==> src/rtl/intra4x4_mode_decision_pkg.sv <==
// Shared types and constants for the intra-4x4 mode decision slice.
package intra4x4_pkg;

  localparam int unsigned PIX_W  = 8;
  localparam int unsigned SAD_W  = 12;
  localparam int unsigned COST_W = 13;

  localparam logic [COST_W-1:0] COST_MAX = '1;

  typedef enum logic [3:0] {
    VERT = 4'd0,
    HORZ = 4'd1,
    DC   = 4'd2,
    DDL  = 4'd3,
    DDR  = 4'd4,
    VR   = 4'd5,
    HD   = 4'd6,
    VL   = 4'd7,
    HU   = 4'd8
  } mode_t;

  typedef enum logic [1:0] {
    IDLE    = 2'd0,
    COLLECT = 2'd1,
    DRAIN   = 2'd2,
    DONE    = 2'd3
  } state_t;

  // Clamp a wide unsigned sum to the cost range.
  function automatic logic [COST_W-1:0] sat_cost(input logic [31:0] v);
    return (v > 32'(COST_MAX)) ? COST_MAX : v[COST_W-1:0];
  endfunction

endpackage

==> src/rtl/intra4x4_mode_decision_if.sv <==
// Candidate stream, block setup and result bus of the mode decision block.
interface intra4x4_mode_decision_if #(
  parameter int unsigned LAMBDA_W = 8
);
  import intra4x4_pkg::*;

  logic                  start;
  logic [16*PIX_W-1:0]   orig;
  logic                  pred_valid;
  logic                  pred_ready;
  logic [3:0]            pred_mode;
  logic [16*PIX_W-1:0]   pred;
  logic                  pred_last;
  logic [3:0]            mpm;
  logic [LAMBDA_W-1:0]   lambda;
  logic                  done;
  logic [3:0]            best_mode;
  logic [COST_W-1:0]     best_cost;

  modport master (
    output start, orig, pred_valid, pred_mode, pred, pred_last, mpm, lambda,
    input  pred_ready, done, best_mode, best_cost
  );

  modport slave (
    input  start, orig, pred_valid, pred_mode, pred, pred_last, mpm, lambda,
    output pred_ready, done, best_mode, best_cost
  );

endinterface

==> src/rtl/intra4x4_mode_decision_sad4x4.sv <==
// sad4x4: registered 16-sample absolute difference followed by a registered sum.
module sad4x4
  import intra4x4_pkg::*;
(
  input  logic                clk,
  input  logic                reset,
  input  logic                in_valid,
  input  logic [16*PIX_W-1:0] orig,
  input  logic [16*PIX_W-1:0] pred,
  output logic                out_valid,
  output logic [SAD_W-1:0]    sad
);

  logic [PIX_W-1:0] ad_c [16];
  logic [PIX_W-1:0] ad_q [16];
  logic             v1_q;
  logic [SAD_W-1:0] sum_c;

  // Per-sample absolute difference.
  always_comb begin
    for (int unsigned i = 0; i < 16; i++) begin
      ad_c[i] = (orig[8*i +: 8] > pred[8*i +: 8]) ? orig[8*i +: 8] - pred[8*i +: 8]
                                                   : pred[8*i +: 8] - orig[8*i +: 8];
    end
  end

  // Stage 1: capture the differences of an accepted beat.
  always_ff @(posedge clk or negedge reset) begin
    if (!reset) begin
      v1_q <= 1'b0;
      for (int unsigned i = 0; i < 16; i++) ad_q[i] <= '0;
    end else begin
      v1_q <= in_valid;
      if (in_valid) begin
        for (int unsigned i = 0; i < 16; i++) ad_q[i] <= ad_c[i];
      end
    end
  end

  // Sum of the 16 differences; 16*255 fits in 12 bits.
  always_comb begin
    sum_c = '0;
    for (int unsigned i = 0; i < 16; i++) sum_c = sum_c + SAD_W'(ad_q[i]);
  end

  // Stage 2: register the SAD and its valid.
  always_ff @(posedge clk or negedge reset) begin
    if (!reset) begin
      out_valid <= 1'b0;
      sad       <= '0;
    end else begin
      out_valid <= v1_q;
      sad       <= sum_c;
    end
  end

endmodule

==> src/rtl/intra4x4_mode_decision.sv <==
// intra4x4_mode_decision: picks the lowest-cost intra-4x4 candidate of a block.
// Optional macro INTRA4X4_MODE_COST_EN adds 4*lambda to non-MPM candidates.
module intra4x4_mode_decision
  import intra4x4_pkg::*;
#(
  parameter int unsigned LAMBDA_W = 8
) (
  input logic                      clk,
  input logic                      reset,
  intra4x4_mode_decision_if.slave  bus
);

`ifdef INTRA4X4_MODE_COST_EN
  localparam bit COST_EN = 1'b1;
`else
  localparam bit COST_EN = 1'b0;
`endif

  state_t              state;
  logic                drain_cnt;
  logic [16*PIX_W-1:0] orig_q;
  logic                first_q;
  logic                accept;
  logic [3:0]          s1_mode, s2_mode;
  logic [31:0]         pen_c, s2_pen;
  logic                s2_valid;
  logic [SAD_W-1:0]    s2_sad;
  logic [COST_W-1:0]   cost_c;
  logic [3:0]          best_mode_q;
  logic [COST_W-1:0]   best_cost_q;
  logic                done_q;
  logic [LAMBDA_W-1:0] lam;

  assign lam            = bus.lambda;
  assign accept         = bus.pred_valid && (state == COLLECT);
  assign bus.pred_ready = (state == COLLECT);
  assign bus.done       = done_q;
  assign bus.best_mode  = best_mode_q;
  assign bus.best_cost  = best_cost_q;

  sad4x4 u_sad (
    .clk       (clk),
    .reset     (reset),
    .in_valid  (accept),
    .orig      (orig_q),
    .pred      (bus.pred),
    .out_valid (s2_valid),
    .sad       (s2_sad)
  );

  // Block sequencing: collect candidates, drain the pipeline, report.
  always_ff @(posedge clk or negedge reset) begin
    if (!reset) begin
      state     <= IDLE;
      drain_cnt <= 1'b0;
    end else begin
      case (state)
        IDLE:    if (bus.start) state <= COLLECT;
        COLLECT: if (accept && bus.pred_last) begin
                   state     <= DRAIN;
                   drain_cnt <= 1'b0;
                 end
        DRAIN:   if (drain_cnt) state <= DONE;
                 else           drain_cnt <= 1'b1;
        DONE:    state <= IDLE;
        default: state <= IDLE;
      endcase
    end
  end

  // Mode-cost term; folds to zero when the cost feature is compiled out.
  always_comb begin
    pen_c = '0;
    if (COST_EN && (s1_mode != bus.mpm)) pen_c = 32'(lam) << 2;
  end

  // Mode and mode-cost travel alongside the SAD pipeline.
  always_ff @(posedge clk or negedge reset) begin
    if (!reset) begin
      s1_mode <= '0;
      s2_mode <= '0;
      s2_pen  <= '0;
    end else begin
      s1_mode <= bus.pred_mode;
      s2_mode <= s1_mode;
      s2_pen  <= pen_c;
    end
  end

  assign cost_c = sat_cost(32'(s2_sad) + s2_pen);

  // Stage 3 running best; start re-arms the first-candidate load.
  always_ff @(posedge clk or negedge reset) begin
    if (!reset) begin
      orig_q      <= '0;
      first_q     <= 1'b0;
      best_mode_q <= '0;
      best_cost_q <= '0;
    end else begin
      if (s2_valid) begin
        if (first_q || (cost_c < best_cost_q)) begin
          best_mode_q <= s2_mode;
          best_cost_q <= cost_c;
        end
        first_q <= 1'b0;
      end
      if ((state == IDLE) && bus.start) begin
        orig_q  <= bus.orig;
        first_q <= 1'b1;
      end
    end
  end

  // Result strobe one cycle after the DONE state, once stage 3 has settled.
  always_ff @(posedge clk or negedge reset) begin
    if (!reset) done_q <= 1'b0;
    else        done_q <= (state == DONE);
  end

endmodule

==> src/flat_wrapper.sv <==
// flat-port wrapper written by rule: the top's interface ports become plain ports
module intra4x4_mode_decision_flat import intra4x4_pkg::*;
#(
  parameter int unsigned LAMBDA_W = 8
)
  (clk, reset, bus_start, bus_orig, bus_pred_valid, bus_pred_mode, bus_pred, bus_pred_last, bus_mpm, bus_lambda, bus_pred_ready, bus_done, bus_best_mode, bus_best_cost);
  intra4x4_mode_decision_if #(.LAMBDA_W(LAMBDA_W)) bus_i ();
  input logic clk;
  input logic reset;
  input wire logic [$bits(bus_i.start)-1:0] bus_start;
  input wire logic [$bits(bus_i.orig)-1:0] bus_orig;
  input wire logic [$bits(bus_i.pred_valid)-1:0] bus_pred_valid;
  input wire logic [$bits(bus_i.pred_mode)-1:0] bus_pred_mode;
  input wire logic [$bits(bus_i.pred)-1:0] bus_pred;
  input wire logic [$bits(bus_i.pred_last)-1:0] bus_pred_last;
  input wire logic [$bits(bus_i.mpm)-1:0] bus_mpm;
  input wire logic [$bits(bus_i.lambda)-1:0] bus_lambda;
  output wire logic [$bits(bus_i.pred_ready)-1:0] bus_pred_ready;
  output wire logic [$bits(bus_i.done)-1:0] bus_done;
  output wire logic [$bits(bus_i.best_mode)-1:0] bus_best_mode;
  output wire logic [$bits(bus_i.best_cost)-1:0] bus_best_cost;
  assign bus_i.start = bus_start;
  assign bus_i.orig = bus_orig;
  assign bus_i.pred_valid = bus_pred_valid;
  assign bus_i.pred_mode = bus_pred_mode;
  assign bus_i.pred = bus_pred;
  assign bus_i.pred_last = bus_pred_last;
  assign bus_i.mpm = bus_mpm;
  assign bus_i.lambda = bus_lambda;
  assign bus_pred_ready = bus_i.pred_ready;
  assign bus_done = bus_i.done;
  assign bus_best_mode = bus_i.best_mode;
  assign bus_best_cost = bus_i.best_cost;
  intra4x4_mode_decision #(.LAMBDA_W(LAMBDA_W)) u_core (.clk(clk), .reset(reset), .bus(bus_i));
endmodule
==> config.mk <==
export PLATFORM = sky130hd
export DESIGN_NAME = intra4x4_mode_decision_flat
export DESIGN_NICKNAME = d
export VERILOG_FILES = /design/src/rtl/intra4x4_mode_decision_pkg.sv /design/src/rtl/intra4x4_mode_decision_if.sv /design/src/rtl/intra4x4_mode_decision_sad4x4.sv /design/src/rtl/intra4x4_mode_decision.sv /design/src/flat_wrapper.sv
export SDC_FILE = /design/constraint.sdc
export NUM_CORES = 1
export LEC_CHECK = 0
export CORE_MARGIN = 2
export CORE_UTILIZATION = 30
export CTS_BUF_LIST = sky130_fd_sc_hd__clkbuf_8
export DETAILED_ROUTE_END_ITERATION = 10
export SYNTH_ARGS = -nofsm -noshare
export SYNTH_HDL_FRONTEND = slang
export SYNTH_SLANG_ARGS = --single-unit
export TNS_END_PERCENT = 1
==> constraint.sdc <==
create_clock -name clk -period 12.75 [get_ports clk]
set_input_delay 1.275 -clock clk [delete_from_list [all_inputs] [get_ports clk]]
set_output_delay 1.275 -clock clk [all_outputs]
set_load 0.1 [all_outputs]
# --- Word-level counts from Yosys, hierarchy flattened ---
# Index checks and enable logic that the tools add are counted.
classes:
  addsub: 47
  magnitude_cmp: 18
  n_eq_ne: 6
  mux: 25
  reduce_logical: 10
ops:
  columns: ["op", "n"]
  rows:
  - ["$sub 8x8->8", 32]
  - ["$add 12x8->12", 11]
  - ["$gt 8x8->1", 16]
  - ["$mux 8", 16]
  - ["$gt 12x13->1 const B", 1]
  - ["$lt 13x13->1", 1]
  - ["$mux 13", 1]
  - ["$add 11x8->12", 1]
  - ["$add 10x8->11", 1]
  - ["$add 9x8->10", 1]
  - ["$add 8x8->9", 1]
  - ["$pmux 2 s4", 1]
  - ["$mux 2", 3]
  - ["$eq 2x2->1 const B", 2]
  - ["$ne 2x1->1 const B", 2]
  - ["$reduce_and 2->1", 2]
  - ["$reduce_bool 2->1", 2]
  - ["$logic_and 1x1->1", 3]
  - ["$mux 1", 3]
  - ["$reduce_and 3->1", 1]
  - ["$eq 2x1->1 const B", 1]
  - ["$logic_not 2->1", 1]
  - ["$ne 2x2->1 const B", 1]
  - ["$pmux 1 s2", 1]
  - ["$logic_or 1x1->1", 1]
totals:
  register_bits: 300
  input_bits: 277
  out_inout_bits: 19
  elab_cells: 134

# --- Logic depth before layout (Yosys ltp) ---
# Gate-level depths: netlist (run 1).
logic_depth:
  ltp_word: 15
  ltp_mapped: 19

# --- By module ---
# From an unflattened synthesis (run 1), not the netlist that was laid out.
unflattened:
  cells_unflattened: 3118
  area_unflattened_um2: 27993.1
by_module_without_submodules:
  columns: ["module", "n_inst", "cells_per_inst", "area_each_um2"]
  rows:
  - ["sad4x4", 1, 2675, 21525.6]
  - ["intra4x4_mode_decision", 1, 443, 6467.5]

# --- Worst setup path after synthesis (run 1) ---
# No wires, ideal clock.
synth_path:
  kind: "register -> register"
  startpoint: "reg u_core.u_sad.ad_q[50] in the netlist's numbering"
  endpoint: "reg u_core.u_sad.sad[10]"
  setup_ns: 0.080
  arrival_time_ns: 4.921
  slack_ns: 7.749
  stages_incl_launch_ff: 18
  period_less_slack_ns: 5.001
  path_cell_list: "dfrtp_1 fa_1 inv_1 fa_1 inv_1 fa_1 fa_1 fa_1 inv_1 fa_1 inv_1 ha_1 fa_1 a21o_1 a21oi_1 o21ai_0 o22ai_1 xnor2_1"
synth_between:
  elab_chain_len: 7
synth_rtl:
  columns: ["element", "line_no", "source"]
  rows:
  - ["start, declared", "intra4x4_mode_decision_sad4x4.sv:15", "logic [PIX_W-1:0] ad_q [16];"]
  - ["$add 12x8->12 (7 in series)", "intra4x4_mode_decision_sad4x4.sv:43", "for (int unsigned i = 0; i < 16; i++) sum_c = sum_c + SAD_W'(ad_q[i]);"]
  - ["via u_core.u_sad.sum_c[10]", "intra4x4_mode_decision_sad4x4.sv:17", "logic [SAD_W-1:0] sum_c;"]
  - ["end signal, assigned", "intra4x4_mode_decision_sad4x4.sv:53", "sad <= sum_c;"]
  - ["end, declared", "intra4x4_mode_decision_sad4x4.sv:11", "output logic [SAD_W-1:0] sad"]
# The timed path passes the listed nets, and every way through them passes these cells.
# A chain may end at the register's enable or synchronous reset.

# --- Final worst setup path (run 1) ---
layout_path:
  startpoint: "reg u_core.u_sad.ad_q[98] in the netlist's numbering"
  endpoint: "reg u_core.u_sad.sad[10]"
layout_between:
  elab_chain_len: 13
layout_rtl:
  columns: ["element", "line_no"]
  rows:
  - ["$add 10x8->11", "intra4x4_mode_decision_sad4x4.sv:43"]
  - ["$add 11x8->12", "intra4x4_mode_decision_sad4x4.sv:43"]
  - ["$add 12x8->12 (11 in series)", "intra4x4_mode_decision_sad4x4.sv:43"]
  - ["via u_core.u_sad.sum_c[10]", "intra4x4_mode_decision_sad4x4.sv:17"]
# The timed path passes the listed nets, and every way through them passes these cells.

==> impl_results.md, run 1 <==
- Max_slew headroom: 0.149
- Max_cap viols: 0
- CTS buffer count: 68
- Max Transition Viols Final: 0
- Number of DRC markers in iteration 0: 1500
- Final Cycle Share: 0.424
- CTS resizes: 0
- Worst setup SP type: register
- Setup TNS: 0 ns
- HPWL Detailed: 60500 um
- PortBufs: 282
- Die Area: 95000 um^2
- Overall routing resource usage: 0.167
- Initial antenna violation count: 5
- Most used DFF post-synth: dfrtp_1
- Hold path cells: 0
- Netlist Area Pre-Place: 27800 um^2
- FF-to-FF Start: u_core.u_sad.ad_q[98]
- Outcome: completed
- DRC Markers: 0
- Fin area: 32900 um^2
- YS warnings: 0
- Number of flops mapped to enable cells by yosys: 0
- Post-synth top area cell: dfrtp_1
- Die H: 308 um
- GR Util met2: 0.275
- Worst-path clk slew: 0.05 ns
- Reg2reg path depth: 17
- Synth-to-Final Area Change: 18.7%
- Row count: 111
- Worst EP arrival: 6.01 ns
- RSZ-0062 raised after global routing: false
- FFs w/ async S/R, synth: 1.00
- DR vias: 23300
- Hold-fix buffers at CTS: 0
- Seq. cell area: 7480 um^2
- M3 GR Usage: 0.0276
- Clock buffer depth: 3
- Postcts setup bufs: 0
- Cell count after synthesis: 3112
- Reg-to-reg endpoint: u_core.u_sad.sad[10]
- Sink Count: 299
- Most used routing layer: met2
- Drt via density: 5.12
- Worst slew pin tran: 1.28 ns
- Met1 usage in global routing: 0.224
- Clock skew: 0.0352 ns
- Clk_lat worst skew: 0.69 ns
- Final setup viols: 0
- Initial cell density of the core: 0.303
- Placed cell count: 4435
- Distinct cells, synth: 65
- DR WL/cell: 17.4 um
- HP Class: register to register
- Clock period minus worst slack: 5.41 ns
- Routed Antenna Nets: 0
- Hold Fails Final Rpt: 0
- Yosys top cell area share: 0.269
- Htree depth: 3
- F_max: 185 MHz
- Flops & latches, synth: 299
- Multi-input combinational cell area: 17800 um^2
- Fin cells: 4554
- Die width: 308 um
- Post-place setup slack: 7.32 ns
- WHS Endpoint: u_core.s2_mode[1]
- R2R Setup Slk: 7.34 ns
- CP Max Fanout: 2
- GP Congestion: 0.856
- Min-delay src: u_core.s1_mode[1]
- Vias in the first global route: 23000
- Share of post-route cells with drive strength above 1: 0.0945
- Layout fillers: 9453
- Top post-synthesis cells by area: dfrtp_1 27%, ha_1 12%, fa_1 10%
- Seq/Total Area, Yosys: 0.269
- First-pass GRT wire length: 126000 um
- Clock root buffer: clkbuf_8
- CTS tree: built
- Final worst setup slack: 7.34 ns
- # IOs: 296
- Mapped Nets: 3806
- Final net count: 4013
- Worst EP required: 13.36 ns
- First-pass iteration count of the detailed router: 5
- Drt total wl: 79400 um
- GRT overflow: 0
- Crit path kind: register to register
- Pin count of the biggest net entering global routing: 143
- Syn Area/Cell: 8.92 um^2
- Core area: 91700 um^2
- Dpl cell area: 31400 um^2
- Crit path capture type: register
## state kept, by name, summed over array words and instances (netlist names)
name	cells
u_core.bus.best_cost	12
u_core.drain_cnt	1
u_core.u_sad.v1_q	1
u_core.orig_q	128
u_core.s2_mode	4
u_core.state	2
u_core.u_sad.out_valid	1
u_core.bus.done	1
u_core.bus.best_mode	4
u_core.s1_mode	4
u_core.u_sad.ad_q	128
u_core.u_sad.sad	12
u_core.first_q	1
## cells in the final DEF, fill, tap and decap left out, drive strengths merged, types with 46 or more instances in the layout
cell type and n:
dfrtp 299, nor3 88, nand2 161, nand3 56
fa 140, clkdlybuf4s50 281, nand3b 49, a21oi 184
nand4 62, mux2 136, o21ai 183, inv 464
ha 277, and3 87, o211ai 76, clkbuf 94
a21o 46, and2 66, a211oi 60, nor2 129
## cell families (layout without fill, tap and decap cells)
group | count (synthesis) | in the layout | synth area share
AND/OR/NAND/NOR | 841 | 841 | 0.164
XOR/XNOR | 7 | 7 | 0.00221
AO/OA/AOI/OAI | 797 | 797 | 0.194
buffers and inverters | 614 | 868 | 0.0892
multiplexers | 136 | 136 | 0.0552
adder cells (fa/ha/maj) | 417 | 417 | 0.226
other | 1 | 3 | 0.000135
flip-flops | 299 | 299 | 0.269
## cell usage after synthesis, drive strengths merged, types with 4 or more instances
library cell    n
and4            8
ha            277
and3b           4
o21a           27
dfrtp         299
buf            87
a21o           46
or2            19
a21oi         184
xnor2           5
a211oi         60
o2111ai        34
o21bai         14
and2           66
o31a           34
or3            38
nand3b         49
nand2         161
nor2          129
a211o          14
nand4b          9
a41oi           7
a222oi         16
mux2          136
nor2b          17
nor4           17
a22oi           9
or4            22
nor3           88
o21ai         183
a21boi         10
a41o            8
and3           87
nand4          62
o211ai         76
fa            140
or3b            8
nand3          56
o31ai          18
clkbuf         69
o22ai          35
inv           457
a221oi          5
a22o           11
## stage by stage
stage | hold WS, ns | util
after floorplan | 0.331 | -
final | 0.348 | 0.359
after detailed placement | 0.336 | 0.343
after global placement | 0.337 | 0.343
after CTS | 0.351 | 0.359
after global routing | 0.356 | 0.359
## worst max-delay path by stage
stage / slack, ns / cells after the start / end / from
2_1_floorplan: 7.75 / 17 / u_core.u_sad.sad[10] / u_core.u_sad.ad_q[50]
3_3_place_gp: 7.32 / 17 / u_core.u_sad.sad[10] / u_core.u_sad.ad_q[50]
3_5_place_dp: 7.32 / 17 / u_core.u_sad.sad[10] / u_core.u_sad.ad_q[50]
4_1_cts: 7.31 / 17 / u_core.u_sad.sad[10] / u_core.u_sad.ad_q[50]
5_1_grt: 7.03 / 17 / u_core.u_sad.sad[10] / u_core.u_sad.ad_q[98]
6_report: 7.34 / 17 / u_core.u_sad.sad[10] / u_core.u_sad.ad_q[98]
## critical path, stage by stage, from the launching register on
cell and delay [ns]:
dfrtp_1 0.35, inv_1 0.14, fa_1 0.47, fa_1 0.60, inv_1 0.07, fa_1 0.51, fa_1 0.53, fa_1 0.50
inv_1 0.05, fa_1 0.48, inv_1 0.04, ha_1 0.21, fa_1 0.46, a21o_1 0.17, a21oi_1 0.22, o21ai_0 0.16
o22ai_1 0.23, xnor2_1 0.14
## layout make-up
cell class | count | area share
Multi-Input combinational cell | 2199 | 0.541
Sequential cell | 299 | 0.227
Timing Repair Buffer | 293 | 0.0887
Inverter | 458 | 0.0523
Tap cell | 1186 | 0.0450
Clock buffer | 94 | 0.0393
Clock inverter | 23 | 0.00649
Antenna cell | 2 | 0.000152
## per-layer routing
| metal | up-vias | share of wire |
|---|---|---|
| li1 | 11400 | - |
| met1 | 11300 | 0.45 |
| met2 | 547 | 0.47 |
| met3 | 111 | 0.046 |
| met4 | 6 | 0.025 |
| met5 | - | 0.00057 |
Power of run 1 is left out: the tool's default activity adds up to more than one toggle a clock period on the data nets, which glitch-free logic cannot reach.
==> run 2: changes to the inputs <==
==> constraint.sdc (replaced) <==
create_clock -name clk -period 5.66 [get_ports clk]
set_input_delay 0.566 -clock clk [delete_from_list [all_inputs] [get_ports clk]]
set_output_delay 0.566 -clock clk [all_outputs]
set_load 0.1 [all_outputs]
==> run 2 against run 1 <==
Worst setup slack got worse by 7.0 ns. Wire length increased by 0.78%. Register-to-register slack got worse by 7.0 ns. Global-route usage increased by 0.14 points. Via count increased by 0.25%. Sequential share of layout area increased by 0.064 points. Non-clock buffer count increased by 2. Clock skew increased by 0.0077 ns. Critical path depth unchanged. Flip-flop and latch count unchanged. Largest cell class unchanged. Highest routed layer unchanged.
==> impl_results.md, run 2 (synthesis results as in run 1) <==
- Outcome: completed (unchanged)
- Hold Fails Final Rpt: 0 (unchanged)
- Clock skew: 0.0429 ns (was 0.0352 ns)
- Synth-to-Final Area Change: 18.3% (was 18.7%)
- CTS buffer count: 67 (was 68)
- Initial cell density of the core: 0.303 (unchanged)
- First-pass iteration count of the detailed router: 8 (was 5)
- Drt via density: 5.13 (was 5.12)
- Number of DRC markers in iteration 0: 1582 (was 1500)
- Multi-input combinational cell area: 17800 um^2 (unchanged)
- CTS resizes: 0 (unchanged)
- Routed Antenna Nets: 0 (unchanged)
- Core area: 91700 um^2 (unchanged)
- Overall routing resource usage: 0.168 (was 0.167)
- Clock period minus worst slack: 5.36 ns (was 5.41 ns)
- Final setup viols: 0 (unchanged)
- Die H: 308 um (unchanged)
- Hold path cells: 0 (unchanged)
- R2R Setup Slk: 0.30 ns (was 7.34 ns)
- Drt total wl: 80000 um (was 79400 um)
- Clock buffer depth: 3 (unchanged)
- Die width: 308 um (unchanged)
- GP Congestion: 0.888 (was 0.856)
- F_max: 187 MHz (was 185 MHz)
- Most used routing layer: met2 (unchanged)
- Worst setup path start: u_core.u_sad.ad_q[50] (was u_core.u_sad.ad_q[98])
- Post-layout util: 0.358 (was 0.359)
- Layout fillers: 9436 (was 9453)
- Seq. cell area: 7480 um^2 (unchanged)
- FF-to-FF Start: u_core.u_sad.ad_q[50] (was u_core.u_sad.ad_q[98])
- Worst setup SP type: register (unchanged)
- First-pass GRT wire length: 127000 um (was 126000 um)
- Row count: 111 (unchanged)
- Highest-count cells in the layout ignoring fill and taps: 470 x inv_1, 299 x dfrtp_1, 281 x clkdlybuf4s50_1 (was 463 x inv_1, 299 x dfrtp_1, 281 x clkdlybuf4s50_1)
- Worst EP required: 6.25 ns (was 13.36 ns)
- Vias in the first global route: 23400 (was 23000)
- Pin count of the biggest net entering global routing: 142 (was 143)
- Reg2reg path depth: 17 (unchanged)
- DR vias: 23400 (was 23300)
- Met1 usage in global routing: 0.221 (was 0.224)
- Max_slew headroom: 0.134 (was 0.149)
- # IOs: 296 (unchanged)
- GRT overflow: 0 (unchanged)
- Max Transition Viols Final: 0 (unchanged)
- Die Area: 95000 um^2 (unchanged)
- Initial antenna violation count: 4 (was 5)
- Worst-path clk slew: 0.06 ns (was 0.05 ns)
- PortBufs: 282 (unchanged)
- Share of post-route cells with drive strength above 1: 0.0916 (was 0.0945)
- Sink Count: 299 (unchanged)
- Final net count: 4014 (was 4013)
- Setup TNS: 0 ns (unchanged)
- RSZ-0062 raised after global routing: false (unchanged)
- Largest registers: u_core.orig_q (128), u_core.u_sad.ad_q (128) (unchanged)
- Final Cycle Share: 0.947 (was 0.424)
- Worst slew pin tran: 1.30 ns (was 1.28 ns)
- DRC Markers: 0 (unchanged)
- M3 GR Usage: 0.0299 (was 0.0276)
- Min-delay src: u_core.s1_mode[1] (unchanged)
- HPWL Detailed: 60900 um (was 60500 um)
- GR Util met2: 0.281 (was 0.275)
- Crit path kind: register to register (unchanged)
- Htree depth: 3 (unchanged)
- Max_cap viols: 0 (unchanged)
- Clock root buffer: clkbuf_8 (unchanged)
- Clk_lat worst skew: 0.68 ns (was 0.69 ns)
- Worst EP arrival: 5.95 ns (was 6.01 ns)
- CTS tree: built (unchanged)
- Fin cells: 4556 (was 4554)
- Crit path capture type: register (unchanged)
- CP Max Fanout: 2 (unchanged)
- Commonest non-fill, non-tap cell in the layout: inv_1 (unchanged)
- Placed cell count: 4436 (was 4435)
- HP Class: register to register (unchanged)
- DR WL/cell: 17.6 um (was 17.4 um)
run 2: cell count changes in the layout (fill, tap and decap cells not counted), sizes merged:
cell and change:
clkbuf -9, inv +7, bufinv -2, buf +1, diode +4, dlygate4sd3 +1
run 2: final timing paths:
check	to
worst max-delay path	u_core.u_sad.sad[10]
worst min-delay path	u_core.s2_mode[1]
worst max register to register	u_core.u_sad.sad[10]
worst min register to register	u_core.s2_mode[1]
max in group asynchronous	u_core.orig_q[26]
min in group asynchronous	u_core.orig_q[120]
run 2: repair_timing:
action | CTS | global route
buffers inserted | 0 | 0
hold buffers | 1 | 0
hold endpoints to repair | 65 | 0
run 2: final cells by class:
type	count	area share
Antenna cell	6	0.000457
Multi-Input combinational cell	2199	0.542
Timing Repair Buffer	295	0.0906
Sequential cell	299	0.228
Inverter	458	0.0525
Clock buffer	85	0.0356
Tap cell	1186	0.0452
Clock inverter	28	0.00548
run 2: layer usage:
| layer | routed length (um) | share of wire |
|---|---|---|
| met2 | 37900 | 0.47 |
| met3 | 3810 | 0.048 |
| met5 | 22 | 0.00028 |
| met4 | 2020 | 0.025 |
| met1 | 36300 | 0.45 |
run 2: critical path, cell delays in order (launching register included):
cell     delay (ns)
dfrtp_1        0.39
fa_1           0.61
inv_1          0.08
fa_1           0.51
inv_1          0.06
fa_1           0.58
fa_1           0.44
fa_1           0.49
inv_1          0.05
fa_1           0.47
inv_1          0.04
ha_1           0.21
fa_1           0.46
a21o_1         0.17
a21oi_1        0.20
o21ai_0        0.16
o22ai_1        0.21
xnor2_1        0.14
run 2: per-stage QoR:
step | hold slack [ns] | worst slack [ns] | instance area [um^2]
detailed placement | 0.340 | 0.302 | 31500
floorplan | 0.270 | 0.659 | 27800
CTS | 0.283 | 0.282 | 32800
finish | 0.346 | 0.299 | 32900
global placement | 0.337 | 0.296 | 31500
global route | 0.314 | 0.0152 | 32800
Power of run 2 is left out for the same reason.
